File: src/rtl/chebyshev_openmp_mul_arb_pkg.sv
// Shared widths and latency for the round-robin multiply/accumulate arbiter.
package chebyshev_openmp_mul_arb_pkg;

    localparam int unsigned OPND_W   = 16;
    localparam int unsigned PROD_W   = 32;
    localparam int unsigned PIPE_LAT = 2;

endpackage

File: src/rtl/chebyshev_openmp_mul_mul_16s_16s_32_1_1.sv
// Single-stage (combinational) signed 16x16 -> 32 multiplier.
module chebyshev_openmp_mul_mul_16s_16s_32_1_1 #(
    parameter int unsigned NUM_STAGE  = 1,
    parameter int unsigned DIN0_WIDTH = 16,
    parameter int unsigned DIN1_WIDTH = 16,
    parameter int unsigned DOUT_WIDTH = 32
) (
    input  logic [DIN0_WIDTH-1:0] din0,
    input  logic [DIN1_WIDTH-1:0] din1,
    output logic [DOUT_WIDTH-1:0] dout
);

    if (NUM_STAGE == 1) begin : g_comb
        assign dout = $signed(din0) * $signed(din1);
    end else begin : g_unsupported
        assign dout = '0;
    end

endmodule

File: src/rtl/chebyshev_openmp_mul_arb.sv
// Round-robin arbiter sharing one signed multiplier among NUM_REQ requesters,
// with a two-stage pipeline feeding per-requester 32-bit accumulators.
module chebyshev_openmp_mul_arb
    import chebyshev_openmp_mul_arb_pkg::*;
#(
    parameter int unsigned NUM_REQ = 4,
    parameter int unsigned ID_W    = 2
) (
    input  logic                        ap_clk,
    input  logic                        ap_rst,
    input  logic [NUM_REQ-1:0]          req_vld,
    output logic [NUM_REQ-1:0]          req_rdy,
    input  logic [OPND_W*NUM_REQ-1:0]   req_din0,
    input  logic [OPND_W*NUM_REQ-1:0]   req_din1,
    input  logic [NUM_REQ-1:0]          req_acc,
    output logic                        res_vld,
    output logic [ID_W-1:0]             res_id,
    output logic [PROD_W-1:0]           res_dout
);

    logic [ID_W-1:0]   ptr;
    logic [ID_W-1:0]   ptr_nxt;
    logic [ID_W-1:0]   cand;
    logic [ID_W-1:0]   gnt_id;
    logic              gnt_any;
    logic              gnt_acc;
    logic [OPND_W-1:0] mul_a;
    logic [OPND_W-1:0] mul_b;
    logic [PROD_W-1:0] prod;

    logic              s1_vld;
    logic              s1_acc;
    logic [ID_W-1:0]   s1_id;
    logic [PROD_W-1:0] s1_prod;

    logic [PROD_W-1:0] acc_q [NUM_REQ];
    logic [PROD_W-1:0] acc_nxt;

    // Search starts at ptr and wraps; the first asserted valid wins.
    always_comb begin
        req_rdy = '0;
        gnt_any = 1'b0;
        gnt_id  = '0;
        cand    = '0;
        if (!ap_rst) begin
            for (int unsigned k = 0; k < NUM_REQ; k++) begin
                cand = ID_W'((ptr + k) % NUM_REQ);
                if (!gnt_any && req_vld[cand]) begin
                    gnt_any = 1'b1;
                    gnt_id  = cand;
                end
            end
        end
        if (gnt_any) begin
            req_rdy[gnt_id] = 1'b1;
        end
    end

    always_comb begin
        mul_a   = '0;
        mul_b   = '0;
        gnt_acc = 1'b0;
        for (int unsigned i = 0; i < NUM_REQ; i++) begin
            if (gnt_id == ID_W'(i)) begin
                mul_a   = req_din0[i*OPND_W +: OPND_W];
                mul_b   = req_din1[i*OPND_W +: OPND_W];
                gnt_acc = req_acc[i];
            end
        end
    end

    assign ptr_nxt = (gnt_id == ID_W'(NUM_REQ - 1)) ? '0 : gnt_id + 1'b1;

    chebyshev_openmp_mul_mul_16s_16s_32_1_1 #(
        .NUM_STAGE  (1),
        .DIN0_WIDTH (OPND_W),
        .DIN1_WIDTH (OPND_W),
        .DOUT_WIDTH (PROD_W)
    ) u_mul (
        .din0 (mul_a),
        .din1 (mul_b),
        .dout (prod)
    );

    // Stage 2 writes acc_q on the same edge it registers the result, so a
    // back-to-back accumulate to the same id already reads the fresh value.
    assign acc_nxt = (s1_acc ? acc_q[s1_id] : '0) + s1_prod;

    always_ff @(posedge ap_clk) begin
        if (ap_rst) begin
            ptr      <= '0;
            s1_vld   <= 1'b0;
            s1_acc   <= 1'b0;
            s1_id    <= '0;
            s1_prod  <= '0;
            res_vld  <= 1'b0;
            res_id   <= '0;
            res_dout <= '0;
            for (int unsigned i = 0; i < NUM_REQ; i++) begin
                acc_q[i] <= '0;
            end
        end else begin
            if (gnt_any) begin
                ptr <= ptr_nxt;
            end
            s1_vld  <= gnt_any;
            s1_acc  <= gnt_acc;
            s1_id   <= gnt_id;
            s1_prod <= prod;
            res_vld <= s1_vld;
            if (s1_vld) begin
                acc_q[s1_id] <= acc_nxt;
                res_id       <= s1_id;
                res_dout     <= acc_nxt;
            end
        end
    end

endmodule

File: config.mk
export PLATFORM = sky130hd
export DESIGN_NAME = chebyshev_openmp_mul_arb
export DESIGN_NICKNAME = d
export VERILOG_FILES = /design/src/rtl/chebyshev_openmp_mul_arb_pkg.sv /design/src/rtl/chebyshev_openmp_mul_mul_16s_16s_32_1_1.sv /design/src/rtl/chebyshev_openmp_mul_arb.sv
export SDC_FILE = /design/constraint.sdc
export NUM_CORES = 1
export LEC_CHECK = 0
export CORE_MARGIN = 2
export CORE_UTILIZATION = 60
export CTS_BUF_LIST = sky130_fd_sc_hd__clkbuf_8 sky130_fd_sc_hd__clkbuf_16
export DETAILED_ROUTE_END_ITERATION = 10
export PLACE_DENSITY = 0.83
export SETUP_SLACK_MARGIN = 0.02
export SLEW_MARGIN = 20
export SYNTH_ARGS = -nofsm -noshare
export SYNTH_HDL_FRONTEND = slang
export SYNTH_SLANG_ARGS = --single-unit
File: constraint.sdc
create_clock -name ap_clk -period 11.6 [get_ports ap_clk]
set_input_delay 1.16 -clock ap_clk [delete_from_list [all_inputs] [get_ports ap_clk]]
set_output_delay 1.16 -clock ap_clk [all_outputs]
set_load 0.005 [all_outputs]
==> impl_metrics.tcl <==
set metrics [dict create \
    r2r_end "s1_prod[26]" \
    worstSetupEndpoint "s1_prod[26]" \
    async_flop_share 0 \
    cp.depth 32 \
    synth_nets 2660 \
    drive_gt1_frac 0.0540 \
    grt_max_degree 46 \
    clk_latency_ns 0.51 \
    cp_max_fo 25 \
    reg2reg_slack_ns 2.36 \
    synthMuxAreaShare 0.0382 \
    final_util 0.697 \
    nets 2800 \
    max_cap_violations 0 \
    cp_top_family "adder cells" \
    ys_seq_elements 201 \
    synthXorXnorAreaFrac 0.0255 \
    avgRoutedWirePerCell_um 19.5 \
    cts_made_buffers 19 \
    coreArea_um2 32600 \
    synth_top_family_by_area "adder cells" \
    hold_path_class "flip-flop to flip-flop" \
    slew-limit-headroom 0.240 \
    yosysTopAreaCell "fa_1" \
    rsz0062_at_grt "no" \
    ff2ff_path_depth 32 \
    clk_path_buf_depth 3 \
    final.min_clock_period_ns 10.18 \
    drv_slew 0 \
    h-tree-depth 1 \
    synth_ff_type "edfxtp_1" \
    netlist_instances 2142 \
    max_freq_mhz 98.2 \
    slowest_delay_ns 0.77 \
    crit_buf_inv 5 \
    required_ns 11.97 \
    slowest_stage "nor2b_1" \
    synthTopCellsByArea "fa_1 (26%), edfxtp_1 (19%), ha_1 (7.4%), dfxtp_1 (7.3%), nor2_1 (7.2%)" \
    postRouteAntennaNets 0 \
    path_common_cell "fa_1" \
    grt_pass1_vias 16800 \
    dieWidth_um 186 \
    vias_per_cell 5.77 \
    route.detailed.drc 0 \
    hpwl_um 41500 \
    drtIter0Drc 1320 \
    finalNonFillerCells 2737 \
    startpoint "req_vld[2]" \
    portBuffers 176 \
    setup_viol 0 \
    cts_tree "built" \
    finalSetupTns_ns 0 \
    grt_pass1_wl_um 85800 \
    vias 15800 \
    post-cts-setup-buffers 0 \
    r2r-start "ptr[1]" \
    cts_hold_buffers 0 \
    ys_seq_area_frac 0.267 \
    clkTransAtPathRegs_ns 0.06 \
    synth_top_area_frac 0.265 \
    rows 66 \
    numPlacedInstances 2703 \
    syn_to_final_growth_pct 14.3 \
    hold_viol 0 \
    synth-edff-count 128 \
    dieArea_um2 34600 \
    initial_core_util 0.610 \
    timing.final.crit_share 0.878 \
    clock_sinks 201 \
    worst_setup_path_start_kind "input port" \
    finClkSkew_ns 0.0301 \
    status "finished clean" \
    synth_fa_ha_area_frac 0.338 \
    globalRouteTotalUtil 0.322 \
    hold_path_depth 2 \
    layout_commonest_cell "nor2_1" \
    place.gp.congestion 0.976 \
    diodes 0 \
    worstSetupPathType "input port to flip-flop" \
    ys_types 64 \
    worst_pin_slew_ns 1.14 \
    syn_area_um2 19900 \
    cts_resized 0 \
    critPathArrivalTime_ns 10.55 \
    wl_um 53400 \
    fp.dieH_um 186 \
    root_buffer "clkbuf_16" \
    synthSimpleGateAreaFrac 0.158 \
    mostFrequentLayoutCells "nor2_1 (382), inv_1 (324), fa_1 (263)" \
    first_pass_iters 6 \
    synth_compound_area_frac 0.0963 \
    yosysWarnings 0 \
    ioPinCount 177 \
    worstSetupEndpointType "flip-flop" \
    overflow 0 \
    antenna_found_initial 0 \
    syn_area_per_cell_um2 9.29 \
]
## cell type report
class                      instances  area, um^2
clock buffer                      20         489
inverter                         320        1200
fill                            2426        9880
clock inverter                    14         134
multi-input combinational       1533       13100
timing repair buffer             207        1990
tap                              442         553
sequential                       201        5310
## layer usage
metal  GRT usage  share of wire
met1       0.395           0.38
met2       0.573           0.50
met3      0.0366          0.069
met4       0.147          0.047
met5           0              0
## metrics by stage
stage | cell area [um^2] | worst slack, ns | hold WS, ns
6_report | 22700 | 1.42 | 0.444
2_1_floorplan | 19900 | 2.98 | 0.439
5_1_grt | 22700 | 0.743 | 0.469
4_1_cts | 22700 | 1.52 | 0.448
3_3_place_gp | 22100 | 1.46 | 0.430
3_5_place_dp | 22100 | 1.02 | 0.433
## tightest hold or removal path, stage by stage (launching register included)
cell,delay (ns)
dfxtp_1,0.31
nand2_1,0.05
nand2_1,0.04
## registers in the layout, indices dropped and copies added, names as in the netlist
name / count
res_id: 2
res_vld: 1
s1_acc: 1
ptr: 2
s1_prod: 32
s1_vld: 1
s1_id: 2
acc_q: 128
res_dout: 32
## cells by family (layout without fill, tap and decap cells)
logic type | after synthesis | count (layout)
AOI/OAI and AO/OA | 307 | 307
xor gates and xnor gates | 57 | 57
adders and majority gates | 380 | 380
buffers and inverters | 408 | 561
DFF | 201 | 201
muxes | 37 | 37
and+or+nand+nor | 752 | 752
## worst min path at each step
stage                  from           end  slack, ns
2_1_floorplan  res_dout[10]  res_dout[10]       0.44
3_3_place_gp    res_dout[5]   res_dout[5]       0.43
3_5_place_dp   res_dout[18]  res_dout[18]       0.43
4_1_cts        res_dout[29]  res_dout[29]       0.45
5_1_grt        res_dout[23]  res_dout[23]       0.47
6_report       res_dout[17]  res_dout[17]       0.44
## cells in the mapped netlist, types with 8 or more instances
library cell and number:
a211oi_1 14, a21o_1 45, a21oi_1 132, a22oi_1 12
and2_1 41, buf_1 14, clkbuf_1 72, dfxtp_1 73
edfxtp_1 128, fa_1 263, ha_1 117, inv_1 320
mux4_2 31, nand2_1 237, nand2b_1 16, nand3_1 12
nor2_1 383, nor2b_1 16, nor3_1 13, o211ai_1 8
o21a_1 8, o21ai_0 36, o21ai_1 10, o21bai_1 8
or2_2 9, xnor2_1 37, xor2_1 19
Power is left out: the tool's default activity adds up to more than one toggle a clock period on the data nets, which glitch-free logic cannot reach.
